===== src/rtl/rr_mux_arbiter_pkg.sv =====
// Shared types and helpers for rr_mux_arbiter: FSM state encoding and pointer wrap.
// Define RR_ARB_LOCK_EN to build the burst-lock variant (adds in_last).
package rr_mux_arbiter_pkg;

  typedef enum logic {
    ST_IDLE  = 1'b0,
    ST_GRANT = 1'b1
  } rr_state_e;

  localparam int RR_NR_REQ_MAX = 8;

  function automatic int rr_wrap_inc(input int idx, input int n);
    return (idx == n - 1) ? 0 : idx + 1;
  endfunction

endpackage


===== src/rtl/MuxKeyWithDefault.sv =====
// Keyed mux: lut holds NR_KEY {key, data} pairs; an unmatched key yields default_out.
module MuxKeyWithDefault #(
  parameter int NR_KEY   = 2,
  parameter int KEY_LEN  = 1,
  parameter int DATA_LEN = 1
) (
  output logic [DATA_LEN-1:0]                  out,
  input  logic [KEY_LEN-1:0]                   key,
  input  logic [DATA_LEN-1:0]                  default_out,
  input  logic [NR_KEY*(KEY_LEN+DATA_LEN)-1:0] lut
);

  localparam int PAIR_LEN = KEY_LEN + DATA_LEN;

  always_comb begin
    out = default_out;
    for (int i = 0; i < NR_KEY; i++) begin
      if (lut[i*PAIR_LEN+DATA_LEN +: KEY_LEN] == key) begin
        out = lut[i*PAIR_LEN +: DATA_LEN];
      end
    end
  end

endmodule


===== src/rtl/rr_pick.sv =====
// Rotating-priority picker: first set req bit at or after ptr, wrapping mod NR_REQ.
module rr_pick
  import rr_mux_arbiter_pkg::*;
#(
  parameter int NR_REQ  = 4,
  parameter int KEY_LEN = $clog2(NR_REQ)
) (
  input  logic [NR_REQ-1:0]  req,
  input  logic [KEY_LEN-1:0] ptr,
  output logic [KEY_LEN-1:0] idx,
  output logic               any
);

  always_comb begin
    logic               found;
    int                 j;
    logic [KEY_LEN-1:0] jk;
    idx   = '0;
    found = 1'b0;
    j     = 0;
    jk    = '0;
    for (int k = 0; k < RR_NR_REQ_MAX; k++) begin
      if (k < NR_REQ) begin
        j = int'(ptr) + k;
        if (j >= NR_REQ) j = j - NR_REQ;
        jk = KEY_LEN'(j);
        if (!found && req[jk]) begin
          idx   = jk;
          found = 1'b1;
        end
      end
    end
    any = |req;
  end

endmodule


===== src/rtl/rr_mux_arbiter.sv =====
// Round-robin arbiter steering a shared keyed mux into a single-entry output buffer.
// RR_ARB_LOCK_EN: grant is held across a burst until a beat with in_last is accepted.
module rr_mux_arbiter
  import rr_mux_arbiter_pkg::*;
#(
  parameter  int NR_REQ   = 4,
  parameter  int DATA_LEN = 8,
  localparam int KEY_LEN  = $clog2(NR_REQ)
) (
  input  logic                       clk,
  input  logic                       rst_n,
  input  logic [NR_REQ-1:0]          in_valid,
  output logic [NR_REQ-1:0]          in_ready,
  input  logic [NR_REQ*DATA_LEN-1:0] in_data,
`ifdef RR_ARB_LOCK_EN
  input  logic [NR_REQ-1:0]          in_last,
`endif
  output logic                       out_valid,
  input  logic                       out_ready,
  output logic [DATA_LEN-1:0]        out_data,
  output logic [KEY_LEN-1:0]         out_sel,
  output logic                       busy
);

  localparam int PAIR_LEN = KEY_LEN + DATA_LEN;

  rr_state_e             state_q, state_d;
  logic [KEY_LEN-1:0]    ptr_q, ptr_d;
  logic [KEY_LEN-1:0]    gnt_q, gnt_d;
  logic                  out_valid_q, out_valid_d;
  logic [DATA_LEN-1:0]   out_data_q, out_data_d;
  logic [KEY_LEN-1:0]    out_sel_q, out_sel_d;

  logic [KEY_LEN-1:0]    pick_idx;
  logic                  pick_any;
  logic [DATA_LEN-1:0]   mux_data;
  logic [NR_REQ*PAIR_LEN-1:0] lut;
  logic                  accept;
  logic                  burst_end;

  rr_pick #(
    .NR_REQ  (NR_REQ),
    .KEY_LEN (KEY_LEN)
  ) u_pick (
    .req (in_valid),
    .ptr (ptr_q),
    .idx (pick_idx),
    .any (pick_any)
  );

  for (genvar gi = 0; gi < NR_REQ; gi++) begin : g_lut
    assign lut[gi*PAIR_LEN +: PAIR_LEN] = {KEY_LEN'(gi), in_data[gi*DATA_LEN +: DATA_LEN]};
  end

  MuxKeyWithDefault #(
    .NR_KEY   (NR_REQ),
    .KEY_LEN  (KEY_LEN),
    .DATA_LEN (DATA_LEN)
  ) u_mux (
    .out         (mux_data),
    .key         (gnt_q),
    .default_out ({DATA_LEN{1'b0}}),
    .lut         (lut)
  );

  // A beat moves only if the buffer is empty or draining this same cycle.
  assign accept = (state_q == ST_GRANT) && in_valid[gnt_q] && (!out_valid_q || out_ready);

`ifdef RR_ARB_LOCK_EN
  assign burst_end = in_last[gnt_q];
`else
  assign burst_end = 1'b1;
`endif

  always_ff @(posedge clk or negedge rst_n) begin
    if (!rst_n) begin
      state_q     <= ST_IDLE;
      ptr_q       <= '0;
      gnt_q       <= '0;
      out_valid_q <= 1'b0;
      out_data_q  <= '0;
      out_sel_q   <= '0;
    end else begin
      state_q     <= state_d;
      ptr_q       <= ptr_d;
      gnt_q       <= gnt_d;
      out_valid_q <= out_valid_d;
      out_data_q  <= out_data_d;
      out_sel_q   <= out_sel_d;
    end
  end

  always_comb begin
    state_d     = state_q;
    ptr_d       = ptr_q;
    gnt_d       = gnt_q;
    out_valid_d = out_valid_q;
    out_data_d  = out_data_q;
    out_sel_d   = out_sel_q;
    if (out_valid_q && out_ready) out_valid_d = 1'b0;
    case (state_q)
      ST_IDLE: begin
        if (pick_any) begin
          gnt_d   = pick_idx;
          state_d = ST_GRANT;
        end
      end
      ST_GRANT: begin
        if (accept) begin
          out_valid_d = 1'b1;
          out_data_d  = mux_data;
          out_sel_d   = gnt_q;
          if (burst_end) begin
            ptr_d   = KEY_LEN'(rr_wrap_inc(int'(gnt_q), NR_REQ));
            state_d = ST_IDLE;
          end
        end
`ifndef RR_ARB_LOCK_EN
        else if (!in_valid[gnt_q]) begin
          state_d = ST_IDLE;
        end
`endif
      end
      default: state_d = ST_IDLE;
    endcase
  end

  always_comb begin
    in_ready        = '0;
    in_ready[gnt_q] = accept;
    busy            = (state_q == ST_GRANT);
  end

  assign out_valid = out_valid_q;
  assign out_data  = out_data_q;
  assign out_sel   = out_sel_q;

endmodule


===== config.mk =====
export PLATFORM = sky130hd
export DESIGN_NAME = rr_mux_arbiter
export DESIGN_NICKNAME = d
export VERILOG_FILES = /design/src/rtl/rr_mux_arbiter_pkg.sv /design/src/rtl/MuxKeyWithDefault.sv /design/src/rtl/rr_pick.sv /design/src/rtl/rr_mux_arbiter.sv
export SDC_FILE = /design/constraint.sdc
export NUM_CORES = 1
export LEC_CHECK = 0
export ABC_AREA = 1
export BUFFER_PORTS_ARGS = -buffer_cell sky130_fd_sc_hd__buf_2
export CORE_ASPECT_RATIO = 2
export CORE_MARGIN = 3
export CORE_UTILIZATION = 40
export CTS_CLUSTER_SIZE = 16
export DETAILED_ROUTE_END_ITERATION = 8
export GPL_ROUTABILITY_DRIVEN = 0
export MAX_ROUTING_LAYER = met4
export PLACE_DENSITY = 0.75
export SETUP_SLACK_MARGIN = 0.2
export SLEW_MARGIN = 20
export SYNTH_ARGS = -nofsm -noshare
export SYNTH_HDL_FRONTEND = slang
export SYNTH_SLANG_ARGS = --single-unit

===== constraint.sdc =====
create_clock -name clk -period 2.5 [get_ports clk]
set_clock_uncertainty 0.05 [all_clocks]
set_input_delay 0.5 -clock clk [delete_from_list [all_inputs] [get_ports clk]]
set_output_delay 0.5 -clock clk [all_outputs]
set_load 0.02 [all_outputs]

==> impl_metrics.json, run 1 <==
{
  "final_area_um2": 1562,
  "fmax_ghz": 0.4653,
  "path_cells": "inv_2 > a21oi_1 > o21ai_1 > nand2_1 > nand2_2 > nor2_4 > inv_2 > nor2_1 > buf_2",
  "routedWlPerCell_um": 11.01,
  "grt_max_degree": 21,
  "start_util_pct": 43.52,
  "finalHoldViolations": 0,
  "slew_viol_final": 0,
  "grt_pass1_vias": 1344,
  "synth_seq_cells": 16,
  "drt_first_pass_iters": 4,
  "drc": 0,
  "antenna_found_initial": 0,
  "p_switching_uw": 1025,
  "status": "finished, final reports clean",
  "hpwlAfterDp_um": 2591,
  "clk_latency_ps": 240,
  "cp_slowest_stage_delay_ps": 450,
  "cts-root-buf": "clkbuf_8",
  "ir_worst_vdd_mv": 0.7696,
  "ant_nets": 0,
  "synth_cell_types": 20,
  "core_area_um2": 2838,
  "crit_type": "flip-flop to output port",
  "crit_family": "flip-flops",
  "syn_inst": 191,
  "switching_share_pct": 51.83,
  "yosysSeqAreaShare_pct": 32.42,
  "drt-total-wl_um": 3007,
  "chipHeight_um": 84.58,
  "crit_slowest_cell": "dfrtp_1",
  "maxSlewHeadroom_pct": 73.99,
  "ioPinCount": 55,
  "cts_num_sinks": 16,
  "drv_cap": 0,
  "h-tree-depth": 1,
  "vias": 1353,
  "cp_data_required_time_ps": 1950,
  "internal_power_uw": 952.4,
  "vias_per_cell": 4.956,
  "post-cts-setup-buffer-count": 0,
  "p_leak_uw": 0.0009143,
  "fill_cells": 300,
  "drtIter0Drc": 36,
  "critPathLaunchType": "flip-flop",
  "cts_tree": "done",
  "whs_ps": 108.5,
  "setup_viol": 0,
  "fin_tns_setup_ps": 0,
  "place.port_buffers": 54,
  "p_comb_share_pct": 65.9,
  "cts_buffers": 3,
  "grt_pass1_wl_um": 5361,
  "netlist_area_um2": 1235,
  "clk_pin_slew_ps": 60,
  "die_w_um": 45.29,
  "end_kind": "output port",
  "crit_fanout": 6,
  "yosysWarnings": 0,
  "rows": 27,
  "die-area_um2": 3831,
  "grt-ovfl-total": 0,
  "powerDensity_nw_per_um2": 1266,
  "rsz0062_at_grt": "no",
  "cp.arrival_ps": 1600,
  "syn_avg_cell_area_um2": 6.466,
  "synthToLayoutAreaGrowth_pct": 26.44,
  "nets": 289,
  "cp_num_buf_inv": 3,
  "syn_nets": 234,
  "hp-class": "input pin to async pin",
  "tightest_slew_ps": 385.1,
  "track_usage_pct": 18.09,
  "antennaDiodeCount": 0,
  "period_needed_ps": 2149,
  "drive_above_1_share_pct": 30.33,
  "p_clk_share_pct": 9.3,
  "ctsLongestPathBuffers": 2,
  "path_common_cell": "inv_2",
  "finalCritPeriodShare_pct": 85.97,
  "pwr-share-seq_pct": 24.9,
  "postPlaceCellArea_um2": 1519
}
## logic make-up after synthesis
group	after synthesis	synth area share, %
flops	16	32.42
compound gates	39	18.74
buf+inv	26	9.422
fa+ha+maj	4	4.053
simple gates	106	35.36
## power groups by stage
stage	logic [uW]	registers, uW	clock network (uW)
final	1300	492	183
after global routing	1500	506	206
after CTS	1330	490	188
after detailed placement	1320	493	0
after global placement	1310	495	0
after floorplan	937	571	0
## layout by cell type, fill, tap and decap left out, drive strengths merged
| cell type | instances |
|---|---|
| o211ai | 1 |
| clkbuf | 3 |
| a41oi | 1 |
| nand3 | 21 |
| a21oi | 5 |
| nand2 | 77 |
| nand4 | 1 |
| ha | 4 |
| dfrtp | 16 |
| nor2 | 7 |
| o21ai | 32 |
| buf | 57 |
| inv | 18 |
| clkinv | 1 |
## final timing paths
check / from / end / slack (ps) / cells after the start
setup / recovery: gnt_q[0] / in_ready[2] / 350 / 9
hold / removal: rst_n / out_data[5] / 110 / 1
setup reg to reg: gnt_q[0] / out_data[6] / 790 / 7
hold reg to reg: out_data[3] / out_data[3] / 420 / 2
max in group asynchronous: rst_n / gnt_q[1] / 2010 / 1
min in group clk: out_data[3] / out_data[3] / 420 / 2
## registers in the layout, indices dropped and copies added (netlist names)
register and flops:
ptr_q 2, out_valid 1, out_sel 2, busy 1, out_data 8, gnt_q 2
## repair_timing
item,in CTS,in global routing
gates resized for setup,0,1
hold buffers,0,0
setup endpoints to repair,0,4
## through the flow
stage	instances	utilization (%)	setup WS [ps]	total power [uW]
4_1_cts	273	54.98	330.0	2005
2_1_floorplan	191	-	455.5	1508
3_3_place_gp	270	53.53	483.9	1805
5_1_grt	273	55.03	201.8	2212
6_report	273	55.03	350.7	1977
3_5_place_dp	270	53.53	428.7	1815
## cells in the mapped netlist
library cell | n | share of area (%)
clkbuf_1 | 2 | 0.61
o21ai_0 | 21 | 8.5
inv_2 | 3 | 0.91
nor2_4 | 1 | 0.91
inv_1 | 15 | 4.6
buf_6 | 2 | 1.8
clkinv_1 | 1 | 0.30
nand3_1 | 21 | 8.5
nand2_2 | 1 | 0.51
nand2_1 | 76 | 23
a21oi_1 | 5 | 2.0
o21ai_1 | 3 | 1.2
dfrtp_1 | 16 | 32
o21ai_2 | 8 | 5.7
o211ai_1 | 1 | 0.61
a41oi_1 | 1 | 0.71
nand4_1 | 1 | 0.51
ha_1 | 4 | 4.1
nor2_1 | 6 | 1.8
buf_2 | 3 | 1.2
## metal layers
| metal | track usage [%] | vias to the layer above | routed length [um] |
|---|---|---|---|
| met4 | 6.133 | 0 | 40 |
| met1 | 18.11 | 583 | 1122 |
| met3 | 1.288 | 4 | 140 |
| met5 | - | - | 0 |
| met2 | 33.98 | 42 | 1704 |
| li1 | - | 724 | - |
## area by class of cell
class | instances | area [um2] | area share (%)
inverter | 19 | 71.32 | 4.567
multi-input combinational | 149 | 718.2 | 45.99
clock buffer | 3 | 41.29 | 2.644
timing repair buffer | 57 | 292.8 | 18.75
tap | 29 | 36.28 | 2.324
sequential | 16 | 401.6 | 25.72
Note: power is estimated with default switching activity, not from simulation.
==> run 2, diff against run 1 <==
CELL_PAD_IN_SITES_DETAIL_PLACEMENT = 1   (was not set)
CELL_PAD_IN_SITES_GLOBAL_PLACEMENT = 2   (was not set)
CORE_UTILIZATION = 25   (was 40)
PLACE_DENSITY = 0.89   (was 0.75)
==> run 2 against run 1 <==
  * Final cell count grew 11%
  * Utilization shrank 20 points
  * Critical path depth shrank 4
  * Maximum frequency shrank 0.73%
  * Via count grew 4.3%
  * Register-to-register slack lost 80 ps
  * Largest cell class unchanged
  * Largest power group unchanged
==> impl_metrics.json, run 2 (synthesis gave the netlist of run 1 again) <==
{
  "status": "finished, final reports clean",
  "cp.arrival_ps": 1620,
  "maxSlewHeadroom_pct": 71.92,
  "placedCellCount": 296,
  "finish.utilization_pct": 34.87,
  "cp_slowest_stage_delay_ps": 440,
  "chipHeight_um": 105.4,
  "ir_worst_vdd_mv": 0.5525,
  "die-area_um2": 5870,
  "internal_power_uw": 1012,
  "die_w_um": 55.70,
  "ioPinCount": 55,
  "grt_pass1_wl_um": 6748,
  "drtIter0Drc": 12,
  "drt_first_pass_iters": 2,
  "cp_data_required_time_ps": 1950,
  "grt-ovfl-total": 0,
  "rows": 35,
  "cts_tree": "done",
  "clk_pin_slew_ps": 60,
  "tightest_slew_ps": 420.8,
  "clk_latency_ps": 240,
  "nets": 291,
  "switching_share_pct": 52.27,
  "routedWlPerCell_um": 13.12,
  "antenna_found_initial": 0,
  "reg2reg_slack_ps": 710,
  "slew_viol_final": 0,
  "crit_slowest_cell": "dfrtp_2",
  "final_common_cell": "nand2_1",
  "pwr-share-seq_pct": 23.6,
  "ctsHoldBuffers": 0,
  "hpwlAfterDp_um": 3431,
  "cts-root-buf": "clkbuf_8",
  "cp_num_buf_inv": 3,
  "setup_viol": 0,
  "grt_pass1_vias": 1475,
  "grt-busiest-layer": "met2",
  "postPlaceCellArea_um2": 1551,
  "h-tree-depth": 1,
  "track_usage_pct": 14.88,
  "largest_reg_flops": 8,
  "ff2ff_path_depth": 7,
  "final_area_um2": 1634,
  "use_met1_pct": 13.85,
  "grt_max_degree": 17,
  "layout_common_cells": "76 x nand2_1, 52 x buf_2, 21 x o21ai_0, 21 x nand3_1, 15 x inv_1",
  "rsz0062_at_grt": "no",
  "crit_fanout": 16,
  "drt-total-wl_um": 3962,
  "crit_type": "flip-flop to output port",
  "cts_num_sinks": 16,
  "rr_startpoint": "gnt_q[1]",
  "vias": 1411,
  "powerDensity_nw_per_um2": 1298,
  "place.port_buffers": 54,
  "fill_cells": 643,
  "total_power_uw": 2121,
  "final_cells": 302,
  "path_common_cell": "buf_4",
  "hp-class": "input pin to async pin",
  "fin_tns_setup_ps": 0,
  "end_kind": "output port",
  "ctsLongestPathBuffers": 2,
  "finalCritPeriodShare_pct": 86.61,
  "crit_start": "gnt_q[1]",
  "met3_usage_pct": 1.103,
  "drive_above_1_share_pct": 31.98,
  "finalHoldViolations": 0,
  "start_util_pct": 26.36,
  "crit_family": "buffers and inverters",
  "core_area_um2": 4686,
  "grt_use_met2_pct": 30.51,
  "period_needed_ps": 2165,
  "vias_per_cell": 4.672,
  "ant_nets": 0,
  "p_switching_uw": 1109,
  "antennaDiodeCount": 0,
  "r2r_end": "out_data[6]",
  "p_clk_share_pct": 10.6,
  "drv_cap": 0,
  "fmax_ghz": 0.4619,
  "path_cells": "buf_4 > ha_1 > inv_1 > nor2_1 > buf_4",
  "critPathLaunchType": "flip-flop",
  "p_leak_uw": 0.0009301,
  "synthToLayoutAreaGrowth_pct": 32.32,
  "p_comb_share_pct": 65.8,
  "drc": 0,
  "cts_buffers": 3
}
==> run 2: what timing repair did <==
action / 4_1_cts / 5_1_grt
setup endpoints to repair: 0 / 4
buffers inserted: 0 / 2
resized for setup: 0 / 6
==> run 2: power groups by stage <==
stage | clock network [uW] | registers (uW) | logic, uW
floorplan | 0 | 571 | 937
global placement | 0 | 502 | 1370
detailed placement | 0 | 507 | 1390
CTS | 234 | 501 | 1390
global route | 245 | 521 | 1610
finish | 224 | 500 | 1400
==> run 2: stage by stage <==
step	setup WS [ps]	hold slack, ps
2_1_floorplan	455.5	154.4
3_3_place_gp	384.5	380.6
3_5_place_dp	314.9	387.2
4_1_cts	200.4	122.9
5_1_grt	177.7	141.1
6_report	334.8	118.4
==> run 2: worst reg2reg max path, stage by stage (launching register included) <==
cell     delay (ps)
dfrtp_2         440
buf_4           150
ha_1            190
inv_1           330
o21ai_0         140
o21ai_0         170
o21ai_0         130
o21ai_2         130
==> run 2: how the worst max path moves through the flow <==
stage                        endpoint  slack [ps]  cells after the start
after CTS                 in_ready[3]         200                      9
after global placement    in_ready[3]         380                     10
after detailed placement  in_ready[3]         310                     10
after global routing      in_ready[2]         180                      9
after floorplan           in_ready[0]         460                      9
final                     in_ready[2]         330                      5
==> run 2: layout make-up <==
cell class                      instances  area, um2  area share [%]
Multi-Input combinational cell        149      720.7           44.10
Sequential cell                        16      402.9           24.66
Timing Repair Buffer                   59      312.8           19.14
Inverter                               19      73.82           4.518
Tap cell                               55      68.82           4.211
Clock buffer                            4      55.05           3.369
==> run 2: per-layer routing <==
metal | wire, um | up-vias
met1 | 1406 | 644
met4 | 43 | 0
met5 | 0 | -
met3 | 108 | 2
li1 | - | 727
met2 | 2403 | 38
==> run 3, diff against run 2 <==
PLACE_DENSITY = not set   (was 0.89)
PLACE_DENSITY_LB_ADDON = 0.1   (was not set)
RECOVER_POWER = 100   (was not set)
==> run 3 against run 2 <==
  * Maximum frequency down 2.7%
  * Non-clock buffer count is 6 higher
  * Utilization rose by 0.24 points
  * Largest power group unchanged
  * Total power rose by 2.7%
  * Combinational power increased by 8%
==> impl_metrics.json, run 3 (synthesis gave the netlist of run 1 again) <==
{
  "maxSlewHeadroom_pct": 44.04,
  "setup_ws_ps": 275.5,
  "antennaDiodeCount": 0,
  "critPathLaunchType": "flip-flop",
  "antenna_found_initial": 0,
  "crit_start": "gnt_q[0]",
  "period_needed_ps": 2224,
  "powerDensity_nw_per_um2": 1324,
  "crit_fanout": 9,
  "cts-root-buf": "clkbuf_8",
  "finalHoldViolations": 0,
  "grt_pass1_vias": 1619,
  "crit_type": "flip-flop to output port",
  "start_util_pct": 26.36,
  "drt_first_pass_iters": 4,
  "largest_reg_flops": 8,
  "drive_above_1_share_pct": 28.17,
  "die-area_um2": 5870,
  "cts_buffers": 3,
  "track_usage_pct": 16.92,
  "whs_ps": 286.0,
  "grt-ovfl-total": 0,
  "finish.utilization_pct": 35.11,
  "ant_nets": 0,
  "synthToLayoutAreaGrowth_pct": 33.23,
  "vias_per_cell": 4.775,
  "ctsLongestPathBuffers": 2,
  "place.port_buffers": 54,
  "end_kind": "output port",
  "fin_tns_setup_ps": 0,
  "rows": 35,
  "p_leak_uw": 0.0009061,
  "use_met1_pct": 14.81,
  "met3_usage_pct": 1.716,
  "layout_common_cells": "77 x nand2_1, 40 x buf_2, 21 x o21ai_0, 21 x nand3_1, 15 x dfrtp_1",
  "status": "finished, final reports clean",
  "cts_num_sinks": 16,
  "grt-busiest-layer": "met2",
  "setup_viol": 0,
  "routedWlPerCell_um": 14.89,
  "post-place-ws_ps": 414.4,
  "finalCritPeriodShare_pct": 88.98,
  "fill_cells": 621,
  "fmax_ghz": 0.4495,
  "grt_max_degree": 21,
  "final_common_cell": "nand2_1",
  "cp.arrival_ps": 1670,
  "total_power_uw": 2178,
  "grt_pass1_wl_um": 7562,
  "hpwlAfterDp_um": 3875,
  "grt_use_met2_pct": 35.51,
  "clk_pin_slew_ps": 60,
  "core_area_um2": 4686,
  "drv_cap": 0,
  "nets": 297,
  "drt-total-wl_um": 4571,
  "rr_startpoint": "gnt_q[0]",
  "chipHeight_um": 105.4,
  "h-tree-depth": 1,
  "hp-class": "input pin to async pin",
  "drc": 0,
  "cts_tree": "done",
  "vias": 1466,
  "drtIter0Drc": 34,
  "rsz0062_at_grt": "no",
  "slew_viol_final": 0,
  "die_w_um": 55.70,
  "cp_data_required_time_ps": 1950,
  "ir_worst_vdd_mv": 0.4512,
  "ioPinCount": 55,
  "clk_latency_ps": 240,
  "tightest_slew_ps": 839.4
}
run 3: report_power, final:
group	total (uW)	internal (uW)	switching, uW
Combinational	1510	512	993
Clock	184	107	77.8
Sequential	488	384	104
Total	2180	1000	1170
run 3: area by class of cell:
type                            instances  area [um2]  share of cell area [%]
Sequential cell                        16       401.6                   24.41
Multi-Input combinational cell        149       719.4                   43.73
Timing Repair Buffer                   65       339.1                   20.61
Clock buffer                            3       41.29                   2.510
Tap cell                               55       68.82                   4.183
Inverter                               19       75.07                   4.563
run 3: through the flow:
| step | cells | instance area [um2] |
|---|---|---|
| final | 307 | 1645 |
| after global routing | 307 | 1645 |
| after CTS | 299 | 1593 |
| after detailed placement | 296 | 1551 |
| after global placement | 296 | 1551 |
| after floorplan | 191 | 1235 |
run 3: timing repair:
action,in CTS,in global routing
setup endpoints to repair,0,5
resized for setup,0,6
hold buffers,0,0
buffers inserted,0,8
run 3: critical path: stages (launching register included):
cell,delay (ps)
dfrtp_1,450
clkbuf_4,180
buf_4,100
ha_1,160
clkinv_1,220
nor2_1,150
buf_2,170
run 3: path summary, 6_finish.rpt:
path	endpoint	slack, ps	depth (start not counted)
hold / removal	out_data[5]	290	1
min in group clk	out_data[5]	430	2
hold reg to reg	out_data[5]	430	2
setup / recovery	in_ready[1]	280	6
setup reg to reg	out_data[0]	590	8
max in group asynchronous	gnt_q[1]	1540	1
run 3: routing by layer:
layer	wire, um	vias up
met5	0	-
met4	99	0
met3	133	8
met2	2841	35
met1	1496	686
li1	-	737
